[src/rtl/vga_dither_out.sv]
// VGA colour output stage: reduces IN_W-bit RGB to OUT_W bits by truncation, rounding or
// 4x4 ordered dither, with syncs and blanking kept aligned through a 2-stage pipeline.
module vga_dither_out #(
  parameter int unsigned IN_W     = 8,
  parameter int unsigned OUT_W    = 4,
  parameter bit          SYNC_POL = 1'b0
) (
  input  logic             CLK_25MHZ,
  input  logic             RESET_N,
  input  logic [1:0]       MODE,
  input  logic             VGA_DE_IN,
  input  logic             VGA_HSYNC_IN,
  input  logic             VGA_VSYNC_IN,
  input  logic [IN_W-1:0]  VGA_RED_IN,
  input  logic [IN_W-1:0]  VGA_GREEN_IN,
  input  logic [IN_W-1:0]  VGA_BLUE_IN,
  output logic             VGA_HSYNC,
  output logic             VGA_VSYNC,
  output logic [OUT_W-1:0] VGA_RED,
  output logic [OUT_W-1:0] VGA_GREEN,
  output logic [OUT_W-1:0] VGA_BLUE,
  output logic [1:0]       MODE_ACTIVE
);

  if (OUT_W < 1 || OUT_W >= IN_W) begin : g_bad_width
    $error("vga_dither_out: OUT_W must satisfy 1 <= OUT_W < IN_W");
  end

  localparam int unsigned S      = IN_W - OUT_W;
  localparam int unsigned SumW   = IN_W + 1;
  localparam int unsigned WideW  = IN_W + 5;
  localparam int unsigned ShL    = (S >= 4) ? S - 4 : 0;
  localparam int unsigned ShR    = (S >= 4) ? 0 : 4 - S;
  localparam logic [IN_W:0] RoundBias = SumW'(1) << (S - 1);

  function automatic logic [3:0] bayer(input logic [1:0] y, input logic [1:0] x);
    logic [3:0] b;
    unique case ({y, x})
      4'h0: b = 4'd0;   4'h1: b = 4'd8;   4'h2: b = 4'd2;   4'h3: b = 4'd10;
      4'h4: b = 4'd12;  4'h5: b = 4'd4;   4'h6: b = 4'd14;  4'h7: b = 4'd6;
      4'h8: b = 4'd3;   4'h9: b = 4'd11;  4'ha: b = 4'd1;   4'hb: b = 4'd9;
      4'hc: b = 4'd15;  4'hd: b = 4'd7;   4'he: b = 4'd13;  default: b = 4'd5;
    endcase
    return b;
  endfunction

  // Keep only carry plus the top OUT_W bits; the low bits matter only through the carry.
  function automatic logic [OUT_W:0] biased(input logic [IN_W-1:0] c,
                                            input logic [IN_W:0]   bias);
    return (OUT_W + 1)'(({1'b0, c} + bias) >> S);
  endfunction

  function automatic logic [OUT_W-1:0] sat(input logic [OUT_W:0] s);
    return s[OUT_W] ? '1 : s[OUT_W-1:0];
  endfunction

  logic [1:0]       x_q, x_d, y_q, y_d, mode_q, mode_d;
  logic             de1_q, de1_d, hs1_q, hs1_d, vs1_q, vs1_d, black1_q, black1_d;
  logic [OUT_W:0]   r1_q, r1_d, g1_q, g1_d, b1_q, b1_d;
  logic             hs2_q, hs2_d, vs2_q, vs2_d;
  logic [OUT_W-1:0] r2_q, r2_d, g2_q, g2_d, b2_q, b2_d;
  logic [IN_W:0]    bias;
  logic             vs_act, blank;

  always_comb begin
    vs_act = (VGA_VSYNC_IN == SYNC_POL);
    x_d    = x_q;
    y_d    = y_q;
    mode_d = mode_q;
    if (VGA_DE_IN) begin
      x_d = x_q + 2'd1;
    end else if (de1_q) begin
      x_d = 2'd0;
      y_d = y_q + 2'd1;
    end
    if (vs_act) y_d = 2'd0;
    // vs1_q holds last cycle's VSYNC_IN, giving the inactive-to-active edge.
    if (vs_act && (vs1_q != SYNC_POL)) mode_d = MODE;

    unique case (mode_q)
      2'd1:    bias = RoundBias;
      2'd2:    bias = SumW'((WideW'(bayer(y_q, x_q)) << ShL) >> ShR);
      default: bias = '0;
    endcase

    de1_d    = VGA_DE_IN;
    hs1_d    = VGA_HSYNC_IN;
    vs1_d    = VGA_VSYNC_IN;
    black1_d = (mode_q == 2'd3);
    r1_d     = biased(VGA_RED_IN, bias);
    g1_d     = biased(VGA_GREEN_IN, bias);
    b1_d     = biased(VGA_BLUE_IN, bias);

    blank = !de1_q || black1_q;
    hs2_d = hs1_q;
    vs2_d = vs1_q;
    r2_d  = blank ? '0 : sat(r1_q);
    g2_d  = blank ? '0 : sat(g1_q);
    b2_d  = blank ? '0 : sat(b1_q);
  end

  always_ff @(posedge CLK_25MHZ) begin
    if (!RESET_N) begin
      x_q      <= '0;
      y_q      <= '0;
      mode_q   <= '0;
      de1_q    <= 1'b0;
      hs1_q    <= !SYNC_POL;
      vs1_q    <= !SYNC_POL;
      black1_q <= 1'b0;
      r1_q     <= '0;
      g1_q     <= '0;
      b1_q     <= '0;
      hs2_q    <= !SYNC_POL;
      vs2_q    <= !SYNC_POL;
      r2_q     <= '0;
      g2_q     <= '0;
      b2_q     <= '0;
    end else begin
      x_q      <= x_d;
      y_q      <= y_d;
      mode_q   <= mode_d;
      de1_q    <= de1_d;
      hs1_q    <= hs1_d;
      vs1_q    <= vs1_d;
      black1_q <= black1_d;
      r1_q     <= r1_d;
      g1_q     <= g1_d;
      b1_q     <= b1_d;
      hs2_q    <= hs2_d;
      vs2_q    <= vs2_d;
      r2_q     <= r2_d;
      g2_q     <= g2_d;
      b2_q     <= b2_d;
    end
  end

  assign VGA_HSYNC   = hs2_q;
  assign VGA_VSYNC   = vs2_q;
  assign VGA_RED     = r2_q;
  assign VGA_GREEN   = g2_q;
  assign VGA_BLUE    = b2_q;
  assign MODE_ACTIVE = mode_q;

endmodule

[config.mk]
export PLATFORM = sky130hd
export DESIGN_NAME = vga_dither_out
export DESIGN_NICKNAME = d
export VERILOG_FILES = /design/src/rtl/vga_dither_out.sv
export SDC_FILE = /design/constraint.sdc
export NUM_CORES = 1
export LEC_CHECK = 0
export ABC_AREA = 1
export BUFFER_PORTS_ARGS = -buffer_cell sky130_fd_sc_hd__buf_2
export CORE_MARGIN = 2
export CORE_UTILIZATION = 35
export CTS_CLUSTER_DIAMETER = 200
export CTS_CLUSTER_SIZE = 8
export DETAILED_ROUTE_END_ITERATION = 10
export PLACE_DENSITY_LB_ADDON = 0.3
export SLEW_MARGIN = 20
export SYNTH_ARGS = -nofsm -noshare
export SYNTH_HDL_FRONTEND = slang
export SYNTH_SLANG_ARGS = --single-unit
[constraint.sdc]
create_clock -name CLK_25MHZ -period 2.1 [get_ports CLK_25MHZ]
set_input_delay 0.21 -clock CLK_25MHZ [delete_from_list [all_inputs] [get_ports CLK_25MHZ]]
set_output_delay 0.21 -clock CLK_25MHZ [all_outputs]
set_load 0.02 [all_outputs]
# Word level (Yosys, flattened, before mapping)
# Memory sizes are Yosys's and may differ from the RTL's.
# Cells that the tools add are included.
[word_totals]
romBits = 64
mem_count = 1
input_bits = 31
ff_bits = 39
output_inout_bits = 16
wordCells = 40
[op_classes]
add_sub_neg = 5
eq_ne = 3
n_reduce_logical = 7
mux = 6
bitwise_logic = 3
[mem_list]
columns = ["name", "words", "width", "read_ports", "rd_ports_with_merged_regs", "wr", "line_no", "source"]
rows = [
  ["(no name shown)", 16, 4, 1, 0, 0, "38", "unique case ({y, x})"],
]
[ops]
columns = ["operator", "count"]
rows = [
  ["$add A8 B9 Y9", 3],
  ["$mux W4", 3],
  ["$pmux W4 S2", 1],
  ["$add A2 B1 Y2 const B", 2],
  ["$eq A2 B2 Y1 const B", 2],
  ["$mux W2", 2],
  ["$reduce_and A2 Y1", 2],
  ["$not A1 Y1", 3],
  ["$eq A2 B1 Y1 const B", 1],
  ["$reduce_bool A2 Y1", 1],
  ["$reduce_or A2 Y1", 1],
  ["$logic_and A1 B1 Y1", 1],
  ["$logic_not A1 Y1", 1],
  ["$logic_or A1 B1 Y1", 1],
]

# Depth between registers and ports, before layout
[logic_depth]
depth_word = 3
depth_mapped = 13
ltp_nobuf = 13

# Least setup slack after synthesis
# No wires, ideal clock.
[synth_timing]
path_type = "register -> register"
from = "reg mode_q[0] (netlist: MODE_ACTIVE[0])"
to = "reg r1_q[3]"
setup_time_ns = 0.070
stages_incl_launch_ff = 12
required_ns = 2.030
path_buffers = 0
setup_slack_ns = -0.027
synth_period_minus_slack_ns = 2.127
t_arrival_ns = 2.057
cell_sequence = "dfxtp_1 > inv_1 > ha_1 > a211oi_1 > ha_1 > nand2_1 > o21ai_1 > nand2_1 > nand2_2 > nand3_1 > nand2_1 > a21oi_1"
[synth_between]
elab_chain_cells = 3
word_cells_on_any_way = 4
cone_classes = "1 x add/sub; 2 x eq/ne; 1 x mux"
[synth_lines]
columns = ["element", "line_no", "source"]
rows = [
  ["start: declaration", "57", "logic [1:0] x_q, x_d, y_q, y_d, mode_q, mode_d;"],
  ["start signal: assignment", "122", "mode_q <= mode_d;"],
  ["$eq A2 B2 Y1 / $eq A2 B1 Y1 (equally long branches)", "80", "unique case (mode_q)"],
  ["$pmux W4 S2 (*)", "80", ""],
  ["$add A8 B9 Y9 (*)", "50", "return (OUT_W + 1)'(({1'b0, c} + bias) >> S);"],
  ["end signal: assignment", "127", "r1_q <= r1_d;"],
  ["end: declaration", "59", "logic [OUT_W:0] r1_q, r1_d, g1_q, g1_d, b1_q, b1_d;"],
]
# Mark *: on every way between the ends. The rest lies on a longest branch, timed or not.
# A chain may end at the register's enable or synchronous reset.

# Worst setup path in the final report
# Ends and elaborated chain as after synthesis.

==> impl_metrics.yaml <==
outcome:
  status: "completed"
floorplan:
  io-pin-count: 47
  die_h_um: 72.7
  rows: 25
  start_util_pct: 35.7
  die-area_um2: 5290
  die_w_um: 72.7
  placeableCoreArea_um2: 4630
run:
  drv_cap: 0
power:
  ir_drop_mv: 0.281
  p_leak_nw: 1.09
  power.density_nw_per_um2: 700
synthesis:
  ys.warnings.count: 0
  synthDistinctLibCells: 22
  synth_common_cells: "nand2_1, nor2_1, dfxtp_1, inv_1, a21oi_1"
  synth-edff-count: 0
  netlist_top_cells_area: "dfxtp_1, nand2_1, nor2_1"
  netlist_area_um2: 1650
  yosysMostFrequentCell: "nand2_1"
  ys_ff_latch: 39
  synth.avg_cell_area_um2: 7.55
  yosys_most_used_dff: "dfxtp_1"
  synth_cells: 219
  synthArstFlopShare_pct: 0
  synthesis.nets: 259
  seq_area_frac_synth_pct: 47.2
  synth_top_area_cell: "dfxtp_1"
  synth.top_cell.area_share_pct: 47.2
cells_and_area:
  layout-drive-gt1-share_pct: 26.8
  diodes: 0
  area_growth_pct: 25.6
  final_cells: 326
  fin_util_pct: 44.9
  layout.nets: 312
place:
  port_buffers: 46
  detailedPlace.worstSlack_ns: 0.101
  dp_cells: 319
  gp_congestion: 0.785
  dp_hpwl_mm: 2.65
critical_path:
  worst_setup_path_start_kind: "flip-flop"
  required_ns: 2.32
  r2r_start: "MODE_ACTIVE[0]"
  crit_type: "flip-flop to flip-flop"
  crit_arrival_ns: 2.17
  cp_max_fo: 5
  crit_path_end_kind: "flip-flop"
  crit_start: "MODE_ACTIVE[0]"
sta:
  clock_skew_ns: 0.00422
  period_share_pct: 93.0
  hold_ws_ns: 0.102
  fin_ws_ns: 0.147
  tightestPinTransition_ns: 0.473
  hold_viol_final: 0
  relSlewSlack_pct: 68.4
  max_freq_mhz: 512
  layout_min_cycle_time_ns: 1.95
  setup_viol: 0
  slew_violations: 0
global_route:
  grt_pass1_wl_mm: 5.77
  first_global_vias: 1398
  grt_max_degree: 23
  gr-total-overflow: 0
  antenna_found_initial: 0
  globalRouteTotalUtil_pct: 14.4
clock_network:
  clkSinkCount: 39
  cts_buffers: 5
  cts_root_buf: "clkbuf_8"
  clockBufferDepth: 2
  clk_pin_slew_ns: 0.07
  htreeDepth: 2
  cts_tree: "done"
  cts_setup_buffers: 0
  clk_latency_ns: 0.29
detailed_routing:
  firstDrtPassIters: 4
  ant_nets: 0
  totalWireLength_mm: 3.50
  viasPerCell: 4.52
  wire_per_inst_um: 10.7
  drc: 0
  drtIter0Drc: 43
  vias: 1473
hold_path:
  worstHoldStart: "VGA_HSYNC_IN"
  hp-class: "input pin to flip-flop"
## where the power goes
group	internal, mW	switching, mW	total, mW
clock	0.257	0.248	0.506
sequential	0.769	0.0120	0.781
combinational	0.0683	0.0998	0.168
total	1.10	0.360	1.46
## repair_timing
item,4_1_cts,5_1_grt
pin swaps,2,4
hold buffers,0,0
hold endpoints to repair,0,0
resized for setup,3,3
setup endpoints to repair,1,13
## metrics by stage
stage / total power [mW] / instance area [um^2] / TNS (ns)
after floorplan: 0.893 / 1660 / 0
after global placement: 0.957 / 1970 / 0
after detailed placement: 0.960 / 1970 / 0
after CTS: 1.46 / 2060 / 0
after global routing: 1.52 / 2080 / -0.00570
final: 1.46 / 2080 / 0
## sequential cells by signal, indices dropped and copies added (netlist names), 2 cells and up
register	flops
VGA_BLUE	4
VGA_GREEN	4
y_q	2
b1_q	5
MODE_ACTIVE	2
g1_q	5
r1_q	5
x_q	2
VGA_RED	4
## cell families after synthesis
kind of cell    Yosys count  share of synthesized area (%)
compound gates           26                           9.08
fa+ha+maj                 9                           6.81
buf+inv                  36                           8.17
flops                    39                           47.2
simple gates            109                           28.7
## critical path, stage by stage (launching register included)
cell      delay (ns)
dfxtp_1         0.35
inv_2           0.06
ha_4            0.22
a211oi_2        0.31
ha_1            0.29
nand2_1         0.09
o21ai_1         0.07
nand2_1         0.08
nand2_2         0.09
nand3_2         0.11
nand2_1         0.07
a21oi_1         0.14
## cells in the final DEF, fill, tap and decap left out
master / synthesis / final
o21bai_1: 1 / 1
nand2_1: 42 / 42
o21ai_1: 3 / 3
buf_4: 0 / 3
a21oi_2: 0 / 1
ha_4: 0 / 1
or2_0: 1 / 1
inv_1: 33 / 32
inv_2: 0 / 1
dfxtp_2: 0 / 1
nor3_2: 1 / 1
nand3_1: 8 / 7
nand3_2: 3 / 4
nor2_2: 1 / 1
a21oi_1: 14 / 13
clkbuf_8: 0 / 6
a211oi_2: 0 / 1
o21ai_0: 5 / 5
nand2_2: 2 / 2
nor3_1: 3 / 3
o211ai_2: 2 / 2
clkinv_2: 0 / 1
ha_1: 9 / 8
nand4_1: 5 / 5
or2_2: 2 / 2
dfxtp_1: 39 / 38
nor2_1: 41 / 41
buf_2: 0 / 46
## final cells by class
cell class	instances	area (um^2)
Fill cell	497	2550
Sequential cell	39	782
Multi-Input combinational cell	144	764
Timing Repair Buffer	49	253
Inverter	33	124
Clock buffer	6	82.6
Tap cell	54	67.6
Clock inverter	1	5.00
## metal layers
metal	wire [um]	part of all wire [%]	global-route usage (%)
met4	73	2.1	7.41
met2	1680	48	25.2
met3	187	5.4	4.56
met5	0	0	0
met1	1550	44	15.5
## final timing paths
check / endpoint / slack [ns] / depth (start not counted)
hold / removal: hs1_q / 0.10 / 2
hold reg to reg: VGA_HSYNC / 0.42 / 1
setup reg to reg: r1_q[3] / 0.15 / 11
setup / recovery: r1_q[3] / 0.15 / 11
Power figures use the tool's default switching activity.
